`src/rtl/mips_mc_ctrl.sv`:
```
// ---------------------------------------------------------------------------
// mips_mc_ctrl
//
// Multicycle MIPS control unit. Sequences a shared-memory multicycle datapath
// (unified instruction/data memory, IR, A/B, ALUOut, MDR) through fetch,
// decode, execute, memory and write-back steps. Stalls on a memory ready
// handshake, halts on illegal opcodes and counts retired instructions.
//
// Optional feature macro: MC_JUMP_EN
//   defined   : opcode 000010 (j) executes through the JUMP state
//   undefined : opcode 000010 is illegal and halts; JUMP encoding unused
//
// Memory handshake: in FETCH, MEM_RD and MEM_WR the request (o_mem_read or
// o_mem_write, with o_iord) is raised and held unchanged every cycle until
// i_mem_ready is sampled high on a rising edge; that edge completes the
// transfer and the FSM moves on. i_mem_ready is ignored in all other states.
//
// Parameters
//   CNT_W          width of the retired-instruction counter
//
// Ports
//   i_clk          clock, all state on rising edge
//   i_rst_n        asynchronous active-low reset
//   i_opcode[5:0]  IR[31:26], valid from DECODE onward
//   i_zero         ALU zero flag
//   i_mem_ready    memory completes current read/write this cycle
//   o_pc_en        PC load enable
//   o_iord         memory address select: 0=PC, 1=ALUOut
//   o_mem_read     memory read request
//   o_mem_write    memory write request
//   o_ir_write     IR load enable
//   o_reg_dst      write register: 0=rt, 1=rd
//   o_mem_to_reg   write data: 0=ALUOut, 1=MDR
//   o_reg_write    register file write enable
//   o_alu_src_a    0=PC, 1=A
//   o_alu_src_b    00=B, 01=4, 10=sign-ext imm, 11=sign-ext imm<<2
//   o_alu_op       00=add, 01=sub, 10=funct-decoded
//   o_pc_src       00=ALU result, 01=ALUOut, 10=jump target
//   o_state        current FSM state encoding
//   o_halted       FSM is in HALT
//   o_instr_count  retired instructions, saturating
// ---------------------------------------------------------------------------
module mips_mc_ctrl #(
    parameter int CNT_W = 32
) (
    input  logic             i_clk,
    input  logic             i_rst_n,
    input  logic [5:0]       i_opcode,
    input  logic             i_zero,
    input  logic             i_mem_ready,
    output logic             o_pc_en,
    output logic             o_iord,
    output logic             o_mem_read,
    output logic             o_mem_write,
    output logic             o_ir_write,
    output logic             o_reg_dst,
    output logic             o_mem_to_reg,
    output logic             o_reg_write,
    output logic             o_alu_src_a,
    output logic [1:0]       o_alu_src_b,
    output logic [1:0]       o_alu_op,
    output logic [1:0]       o_pc_src,
    output logic [3:0]       o_state,
    output logic             o_halted,
    output logic [CNT_W-1:0] o_instr_count
);

    localparam logic [5:0] OP_RTYPE = 6'b000000;
    localparam logic [5:0] OP_LW    = 6'b100011;
    localparam logic [5:0] OP_SW    = 6'b101011;
    localparam logic [5:0] OP_BEQ   = 6'b000100;
    localparam logic [5:0] OP_ADDI  = 6'b001000;
    localparam logic [5:0] OP_J     = 6'b000010;

    typedef enum logic [3:0] {
        S_FETCH     = 4'd0,
        S_DECODE    = 4'd1,
        S_MEM_ADDR  = 4'd2,
        S_MEM_RD    = 4'd3,
        S_MEM_WB    = 4'd4,
        S_MEM_WR    = 4'd5,
        S_R_EXEC    = 4'd6,
        S_R_WB      = 4'd7,
        S_BRANCH    = 4'd8,
        S_ADDI_EXEC = 4'd9,
        S_ADDI_WB   = 4'd10,
        S_JUMP      = 4'd11,
        S_HALT      = 4'd12
    } state_t;

    state_t           r_state;
    state_t           w_next;
    logic [CNT_W-1:0] r_count;

    logic       w_pc_en;
    logic       w_iord;
    logic       w_mem_read;
    logic       w_mem_write;
    logic       w_ir_write;
    logic       w_reg_dst;
    logic       w_mem_to_reg;
    logic       w_reg_write;
    logic       w_alu_src_a;
    logic [1:0] w_alu_src_b;
    logic [1:0] w_alu_op;
    logic [1:0] w_pc_src;
    logic       w_retire;

    // State register
    always_ff @(posedge i_clk or negedge i_rst_n) begin
        if (!i_rst_n) begin
            r_state <= S_FETCH;
        end else begin
            r_state <= w_next;
        end
    end

    // Next state and control outputs
    always_comb begin
        w_next       = r_state;
        w_retire     = 1'b0;
        w_pc_en      = 1'b0;
        w_iord       = 1'b0;
        w_mem_read   = 1'b0;
        w_mem_write  = 1'b0;
        w_ir_write   = 1'b0;
        w_reg_dst    = 1'b0;
        w_mem_to_reg = 1'b0;
        w_reg_write  = 1'b0;
        w_alu_src_a  = 1'b0;
        w_alu_src_b  = 2'b00;
        w_alu_op     = 2'b00;
        w_pc_src     = 2'b00;

        case (r_state)
            S_FETCH: begin
                // PC+4 computed while the instruction is read; IR and PC
                // load only on the cycle the memory completes.
                w_mem_read  = 1'b1;
                w_alu_src_b = 2'b01;
                w_ir_write  = i_mem_ready;
                w_pc_en     = i_mem_ready;
                if (i_mem_ready) begin
                    w_next = S_DECODE;
                end
            end
            S_DECODE: begin
                // Speculative branch target lands in ALUOut.
                w_alu_src_b = 2'b11;
                case (i_opcode)
                    OP_RTYPE:      w_next = S_R_EXEC;
                    OP_LW, OP_SW:  w_next = S_MEM_ADDR;
                    OP_BEQ:        w_next = S_BRANCH;
                    OP_ADDI:       w_next = S_ADDI_EXEC;
`ifdef MC_JUMP_EN
                    OP_J:          w_next = S_JUMP;
`endif
                    default:       w_next = S_HALT;
                endcase
            end
            S_MEM_ADDR: begin
                w_alu_src_a = 1'b1;
                w_alu_src_b = 2'b10;
                if (i_opcode == OP_LW) begin
                    w_next = S_MEM_RD;
                end else if (i_opcode == OP_SW) begin
                    w_next = S_MEM_WR;
                end else begin
                    w_next = S_HALT;
                end
            end
            S_MEM_RD: begin
                w_mem_read = 1'b1;
                w_iord     = 1'b1;
                if (i_mem_ready) begin
                    w_next = S_MEM_WB;
                end
            end
            S_MEM_WB: begin
                w_reg_write  = 1'b1;
                w_mem_to_reg = 1'b1;
                w_next       = S_FETCH;
                w_retire     = 1'b1;
            end
            S_MEM_WR: begin
                w_mem_write = 1'b1;
                w_iord      = 1'b1;
                if (i_mem_ready) begin
                    w_next   = S_FETCH;
                    w_retire = 1'b1;
                end
            end
            S_R_EXEC: begin
                w_alu_src_a = 1'b1;
                w_alu_op    = 2'b10;
                w_next      = S_R_WB;
            end
            S_R_WB: begin
                w_reg_write = 1'b1;
                w_reg_dst   = 1'b1;
                w_next      = S_FETCH;
                w_retire    = 1'b1;
            end
            S_BRANCH: begin
                w_alu_src_a = 1'b1;
                w_alu_op    = 2'b01;
                w_pc_src    = 2'b01;
                w_pc_en     = i_zero;
                w_next      = S_FETCH;
                w_retire    = 1'b1;
            end
            S_ADDI_EXEC: begin
                w_alu_src_a = 1'b1;
                w_alu_src_b = 2'b10;
                w_next      = S_ADDI_WB;
            end
            S_ADDI_WB: begin
                w_reg_write = 1'b1;
                w_next      = S_FETCH;
                w_retire    = 1'b1;
            end
            S_JUMP: begin
`ifdef MC_JUMP_EN
                w_pc_src = 2'b10;
                w_pc_en  = 1'b1;
                w_next   = S_FETCH;
                w_retire = 1'b1;
`else
                w_next = S_HALT;
`endif
            end
            S_HALT: begin
                w_next = S_HALT;
            end
            default: begin
                w_next = S_HALT;
            end
        endcase
    end

    // Retired-instruction counter, sticks at all-ones.
    always_ff @(posedge i_clk or negedge i_rst_n) begin
        if (!i_rst_n) begin
            r_count <= '0;
        end else if (w_retire && (r_count != '1)) begin
            r_count <= r_count + CNT_W'(1);
        end
    end

    // Controls are gated by reset so that nothing (in particular the FETCH
    // read request) is asserted while rst_n is low.
    assign o_pc_en       = i_rst_n & w_pc_en;
    assign o_iord        = i_rst_n & w_iord;
    assign o_mem_read    = i_rst_n & w_mem_read;
    assign o_mem_write   = i_rst_n & w_mem_write;
    assign o_ir_write    = i_rst_n & w_ir_write;
    assign o_reg_dst     = i_rst_n & w_reg_dst;
    assign o_mem_to_reg  = i_rst_n & w_mem_to_reg;
    assign o_reg_write   = i_rst_n & w_reg_write;
    assign o_alu_src_a   = i_rst_n & w_alu_src_a;
    assign o_alu_src_b   = {2{i_rst_n}} & w_alu_src_b;
    assign o_alu_op      = {2{i_rst_n}} & w_alu_op;
    assign o_pc_src      = {2{i_rst_n}} & w_pc_src;
    assign o_state       = r_state;
    assign o_halted      = (r_state == S_HALT);
    assign o_instr_count = r_count;

endmodule
```
`config.mk`:
```
export PLATFORM = sky130hd
export DESIGN_NAME = mips_mc_ctrl
export DESIGN_NICKNAME = d
export VERILOG_FILES = /design/src/rtl/mips_mc_ctrl.sv
export SDC_FILE = /design/constraint.sdc
export NUM_CORES = 1
export LEC_CHECK = 0
export BUFFER_PORTS_ARGS = -buffer_cell sky130_fd_sc_hd__buf_4
export CORE_MARGIN = 2
export CORE_UTILIZATION = 37
export CTS_CLUSTER_DIAMETER = 50
export CTS_CLUSTER_SIZE = 10
export DETAILED_ROUTE_END_ITERATION = 16
export PLACE_DENSITY = 0.67
export SYNTH_ARGS = -nofsm -noshare
export SYNTH_HDL_FRONTEND = slang
export SYNTH_SLANG_ARGS = --single-unit
export TNS_END_PERCENT = 30
```
`constraint.sdc`:
```
create_clock -name i_clk -period 1.7 [get_ports i_clk]
set_input_delay 0.085 -clock i_clk [delete_from_list [all_inputs] [get_ports i_clk]]
set_output_delay 0.085 -clock i_clk [all_outputs]
set_load 0.05 [all_outputs]
```
==> results.sh, run 1 <==
export IMPL_status="completed"
export IMPL_critical_path_class="register to output port"
export IMPL_ys_warnings_count=0
export IMPL_grt_remaining_overflow=0
export IMPL_ir_drop_mv=1.212
export IMPL_routed_via_density=5.147
export IMPL_synth_distinct_cells=57
export IMPL_ys_top_cells_by_area="dfrtp_1 38%, xor2_1 8.5%, nor3_2 5.1%"
export IMPL_hold_path_class="primary input to asynchronous set/reset pin"
export IMPL_critPathCaptureType="output port"
export IMPL_cp_required_ns=1.62
export IMPL_post_synth_xor_area_fraction_pct=11.06
export IMPL_ys_flop_type="dfrtp_1"
export IMPL_fin_nets=368
export IMPL_synth_top_cell_area_share_pct=37.91
export IMPL_drv_slew=0
export IMPL_grtUsageTotal_pct=18.00
export IMPL_synth_seq_area_share_pct=37.91
export IMPL_crit_path_start_kind="register"
export IMPL_fmax_ghz=0.5938
export IMPL_cellLeakagePower_uw=0.001768
export IMPL_syn_nets=256
export IMPL_synth_fa_ha_area_share_pct=0.5266
export IMPL_synth_simple_area_share_pct=33.44
export IMPL_rsz0062_at_grt="true"
export IMPL_syn_avg_cell_area_sq_um=9.698
export IMPL_synth_most_common_cell="dfrtp_1"
export IMPL_period_minus_slack_ns=1.684
export IMPL_fp_coreArea_sq_um=6277
export IMPL_diodes=0
export IMPL_cts_buffers=5
export IMPL_r2r_cells=6
export IMPL_drive_above_1_share_pct=58.66
export IMPL_start_util_pct=37.85
export IMPL_die_w_um=84.14
export IMPL_first_pass_iters=4
export IMPL_route_vias_total=2239
export IMPL_synth_edf_count=0
export IMPL_pre_cts_ws_ns=-0.01923
export IMPL_cts_htree_levels=2
export IMPL_area_growth_syn_to_layout_pct=60.77
export IMPL_cts_root_buffer="clkbuf_8"
export IMPL_rows=29
export IMPL_dpl_cell_area_sq_um=3400
export IMPL_drt_wirelength_per_cell_um=15.00
export IMPL_final_area_sq_um=3820
export IMPL_crit_path_start="o_state[1]"
export IMPL_synthCells=245
export IMPL_clk_pin_slew_ns=0.06
export IMPL_hold_viol=0
export IMPL_cap_violations=0
export IMPL_ys_ff_latch=36
export IMPL_dieArea_sq_um=7079
export IMPL_netlist_area_sq_um=2376
export IMPL_drt_iter0_markers=83
export IMPL_min_period_over_period_pct=99.06
export IMPL_synth_compound_area_share_pct=10.69
export IMPL_clkLatencyLatePin_ns=0.30
export IMPL_cts_buffer_depth=2
export IMPL_pwr_density_cell_nw_per_um2=1329
export IMPL_nFillCells=523
export IMPL_drt_wl_total_um=6523
export IMPL_worstPathMaxFanout=13
export IMPL_reg2reg_slack_ns=0.02
export IMPL_grt_max_degree=36
export IMPL_ios=62
export IMPL_yosys_top_cells_count="36 x dfrtp_1, 26 x nor2_1, 23 x xor2_1, 17 x nand2_1, 13 x nor3_1"
export IMPL_dp_hpwl_um=4696
export IMPL_grt_antenna_before_repair=0
export IMPL_hold_slack_ns=0.1561
export IMPL_synth_top_family_by_area="simple AND/OR/NAND/NOR gates"
export IMPL_synthArstFlopShare_pct=100.0
export IMPL_first_global_vias=2133
export IMPL_r2r_start="o_state[0]"
export IMPL_yosys_area_top_type="dfrtp_1"
export IMPL_setup_violations=0
export IMPL_postRouteAntennaNets=0
export IMPL_critPathArrivalTime_ns=1.60
export IMPL_grt_pass1_wl_um=10330
export IMPL_total_power_uw=5078
export IMPL_r2r_end="o_instr_count[11]"
export IMPL_globalplace_congestion=0.7946
export IMPL_fp_dieH_um=84.14
export IMPL_cts_tree="built"
export IMPL_finalClockSkew_ns=0.01034
export IMPL_setup_ws_ns=0.01605
export IMPL_utilization_pct=60.85
export IMPL_port_buffers=60
export IMPL_muxShareOfSynthArea_pct=1.896
export IMPL_clock_sinks=36
export IMPL_drc=0
power by group:
| group | total (uW) | switching, uW | internal [uW] |
|---|---|---|---|
| sequential | 1220 | 193 | 1030 |
| clock | 635 | 304 | 331 |
| combinational | 3220 | 1940 | 1280 |
| total | 5080 | 2440 | 2640 |
layout by cell type (no fill, tap or decap), drive strengths merged, types with 3 or more instances in the layout:
| cell | n |
|---|---|
| mux2i | 3 |
| buf | 114 |
| nor2 | 31 |
| inv | 9 |
| nand2b | 3 |
| o21ai | 8 |
| nand4 | 11 |
| xor2 | 23 |
| nor4 | 7 |
| clkbuf | 9 |
| nand2 | 17 |
| a31oi | 4 |
| nand3 | 9 |
| a21oi | 7 |
| xnor2 | 7 |
| nor3 | 26 |
| dfrtp | 36 |
| and3 | 6 |
cell type report:
cell class                      count  area [sq um]  share of cell area (%)
Clock buffer                        8         90.09                   2.358
Inverter                            9         36.28                  0.9499
Multi-Input combinational cell    189          1684                   44.09
Sequential cell                    36         925.9                   24.24
Tap cell                           77         96.34                   2.522
Timing Repair Buffer              116         987.2                   25.84
flip-flops by register name (all words and copies together) (netlist names):
| name | count |
|---|---|
| o_instr_count | 32 |
| o_state | 4 |
critical path, cell delays in order, from the launching register on:
cell,delay (ns)
dfrtp_2,0.43
buf_12,0.16
buf_12,0.15
nor2_4,0.14
nor2_2,0.06
nor3b_4,0.18
buf_6,0.18
layer usage:
metal  up-vias  wire length [um]  track usage [%]
met5         -                 0                0
met1      1087              2842            24.13
met3        10               252            3.933
met4         0                86            4.985
met2        48              3342            29.51
li1       1094                 -                -
timing repair:
action	4_1_cts	5_1_grt
endpoints found under the setup margin	19	32
endpoints found under the hold margin	36	0
hold buffers	1	0
gates cloned	0	1
resized for setup	23	24
setup buffers	1	10
pin swaps	3	16
through the flow:
| step | setup TNS, ns | cells |
|---|---|---|
| 5_1_grt | -0.5166 | 435 |
| 3_5_place_dp | -0.08437 | 414 |
| 2_1_floorplan | -3.855 | 245 |
| 4_1_cts | 0 | 424 |
| 3_3_place_gp | 0 | 414 |
| 6_report | 0 | 435 |
cell families (layout without fill, tap and decap cells):
kind of cell             count (synthesis)  after routing
AO/OA/AOI/OAI                           34             34
XOR/XNOR                                30             30
adder cells (fa/ha/maj)                  1              1
buffers and inverters                   20            133
flip-flops                              36             36
multiplexers                             4              4
other                                    1              1
AND/OR/NAND/NOR                        119            119
worst max path at each step:
stage	end	slack (ns)	cells after the start
final	o_alu_src_b[1]	0.02	6
after global routing	o_instr_count[21]	-0.06	6
after CTS	o_reg_write	0.003	6
after detailed placement	o_instr_count[7]	-0.02	7
after global placement	o_instr_count[15]	0.01	7
after floorplan	o_instr_count[1]	-0.22	7
No activity file was read; power rests on OpenSTA's default activity.
==> run 2: changes to the inputs <==
--- a/config.mk
+++ b/config.mk
@@ -6,8 +6,10 @@
 export NUM_CORES = 1
 export LEC_CHECK = 0
 export BUFFER_PORTS_ARGS = -buffer_cell sky130_fd_sc_hd__buf_4
+export CORE_ASPECT_RATIO = 1.5
 export CORE_MARGIN = 2
 export CORE_UTILIZATION = 37
+export CTS_BUF_LIST = sky130_fd_sc_hd__clkbuf_8
 export CTS_CLUSTER_DIAMETER = 50
 export CTS_CLUSTER_SIZE = 10
 export DETAILED_ROUTE_END_ITERATION = 16
==> run 2 against run 1 <==
- the flow now finishes with violations (setup timing)
- worst hold slack got worse by 0.00068 ns
- largest cell class unchanged
- final area fell by 3.9%
- core utilization fell by 1.4 points
- critical path type unchanged
- cell count fell by 2.5%
- global-route usage fell by 0.34 points
- clock skew fell by 0.0058 ns
==> results.sh, run 2 (synthesized netlist as in run 1, its figures left out) <==
export IMPL_p_seq_share_pct=24.9
export IMPL_setup_ws_ns=-0.006412
export IMPL_cts_buffer_depth=2
export IMPL_cp_required_ns=1.62
export IMPL_min_period_over_period_pct=100.4
export IMPL_hold_viol=0
export IMPL_drive_above_1_share_pct=56.57
export IMPL_drt_iter0_markers=72
export IMPL_ios=62
export IMPL_r2r_cells=6
export IMPL_swShare_pct=48.73
export IMPL_cts_buffers=5
export IMPL_drc=0
export IMPL_first_pass_iters=4
export IMPL_rows=35
export IMPL_total_power_uw=4825
export IMPL_dieArea_sq_um=7092
export IMPL_clk_pin_slew_ns=0.07
export IMPL_grtUsageTotal_pct=17.66
export IMPL_cap_violations=0
export IMPL_hold_path_class="primary input to register"
export IMPL_finalClockSkew_ns=0.004510
export IMPL_r2r_end="o_instr_count[16]"
export IMPL_internal_power_uw=2474
export IMPL_globalplace_congestion=0.7830
export IMPL_pwr_share_clk_pct=13.2
export IMPL_fin_setup_tns_ns=-0.006412
export IMPL_status="finished, violations left"
export IMPL_dp_cells=410
export IMPL_crit_path_start_kind="register"
export IMPL_clkLatencyLatePin_ns=0.29
export IMPL_fp_coreArea_sq_um=6175
export IMPL_hold_slack_ns=0.1554
export IMPL_drt_wirelength_per_cell_um=14.81
export IMPL_die_w_um=69.43
export IMPL_pwr_share_comb_pct=61.9
export IMPL_cts_htree_levels=2
export IMPL_grt_antenna_before_repair=0
export IMPL_hold_start="i_mem_ready"
export IMPL_critPathArrivalTime_ns=1.62
export IMPL_critPathCaptureType="output port"
export IMPL_drv_slew=0
export IMPL_ir_drop_mv=0.9339
export IMPL_reg2reg_slack_ns=0.01
export IMPL_route_vias_total=2179
export IMPL_setup_violations=1
export IMPL_area_growth_syn_to_layout_pct=54.45
export IMPL_fin_nets=360
export IMPL_hold_end="o_state[0]"
export IMPL_cts_tree="built"
export IMPL_routed_via_density=5.139
export IMPL_period_minus_slack_ns=1.706
export IMPL_drt_wl_total_um=6278
export IMPL_final_common_cell="buf_4"
export IMPL_utilization_pct=59.43
export IMPL_dp_hpwl_um=4819
export IMPL_fin_cells=424
export IMPL_cts_root_buffer="clkbuf_8"
export IMPL_cellLeakagePower_uw=0.001701
export IMPL_grt_remaining_overflow=0
export IMPL_pwr_density_cell_nw_per_um2=1315
export IMPL_diodes=0
export IMPL_grt_max_degree=27
export IMPL_rsz0062_at_grt="true"
export IMPL_port_buffers=60
export IMPL_grt_pass1_wl_um=10190
export IMPL_r2r_start="o_state[1]"
export IMPL_min_path_cells=3
export IMPL_first_global_vias=2151
export IMPL_worstPathMaxFanout=8
export IMPL_fmax_ghz=0.5860
export IMPL_critical_path_class="register to output port"
export IMPL_fp_dieH_um=102.1
export IMPL_largest_reg_flops=32
export IMPL_p_sw_uw=2351
export IMPL_slew_headroom_pct=66.29
export IMPL_clock_sinks=36
export IMPL_final_cell_mix="93 x buf_4, 23 x xor2_1, 20 x dfrtp_2"
export IMPL_start_util_pct=38.48
export IMPL_worst_pin_slew_ns=0.5041
export IMPL_violations="setup timing"
export IMPL_postRouteAntennaNets=0
[run 2: changes by cell type in the layout (fill, tap and decap cells not counted), moves of 2 or more]
| cell | before | now |
|---|---|---|
| buf_4 | 101 | 93 |
| buf_12 | 5 | 2 |
| a2111oi_2 | 0 | 2 |
| a2111oi_4 | 2 | 0 |
| buf_6 | 7 | 9 |
| clkbuf_1 | 2 | 0 |
| clkinv_2 | 0 | 2 |
| nor2_1 | 16 | 18 |
[run 2: worst max-delay path by stage]
stage	endpoint	start	slack [ns]	depth (start not counted)
after floorplan	o_instr_count[1]	o_instr_count[0]	-0.22	7
after global routing	o_instr_count[16]	o_state[1]	-0.07	6
final	o_alu_src_b[1]	o_state[0]	-0.006	7
after global placement	o_instr_count[15]	o_instr_count[1]	-0.004	7
after detailed placement	o_instr_count[21]	o_state[1]	-0.04	5
after CTS	o_instr_count[14]	o_state[1]	-0.02	6
[run 2: metrics by stage]
stage,setup WS (ns),area (sq um)
after floorplan,-0.2178,2608
after global placement,-0.004414,3388
after detailed placement,-0.03627,3388
after CTS,-0.01907,3567
after global routing,-0.07433,3670
final,-0.006412,3670
[run 2: what timing repair did]
| action | CTS | global route |
|---|---|---|
| hold buffers | 2 | 0 |
| pin swaps | 2 | 11 |
| setup endpoints to repair | 20 | 33 |
| resized for setup | 14 | 18 |
| endpoints found under the hold margin | 11 | 0 |
| setup buffers | 2 | 2 |
[run 2: cell type report]
cell class | instances | area [sq um]
Fill cell | 545 | 2505
Multi-Input combinational cell | 189 | 1632
Sequential cell | 36 | 925.9
Timing Repair Buffer | 108 | 889.6
Tap cell | 74 | 92.59
Clock buffer | 6 | 82.58
Inverter | 9 | 37.54
Clock inverter | 2 | 10.01
[run 2: layer usage]
| metal | vias up | wire [um] | global-route usage (%) | share of wire [%] |
|---|---|---|---|---|
| met5 | - | 0 | 0 | 0 |
| met4 | 0 | 125 | 5.279 | 2.0 |
| met3 | 11 | 203 | 2.564 | 3.2 |
| met2 | 44 | 3411 | 33.58 | 54 |
| met1 | 1048 | 2539 | 20.50 | 40 |
| li1 | 1076 | - | - | - |
[run 2: critical path, stage by stage (launching register included)]
cell and delay, ns:
dfrtp_2 0.37, buf_6 0.14, inv_1 0.05, buf_4 0.16, nor2_4 0.13, nor2_1 0.08
nor3b_4 0.20, buf_6 0.18
[run 2: power by group through the flow]
stage / sequential (uW) / clock, uW / combinational [uW]
floorplan: 1710 / 0 / 1510
global placement: 1200 / 0 / 2770
detailed placement: 1210 / 0 / 2800
CTS: 1200 / 646 / 2920
global route: 1220 / 681 / 3170
finish: 1200 / 636 / 2990
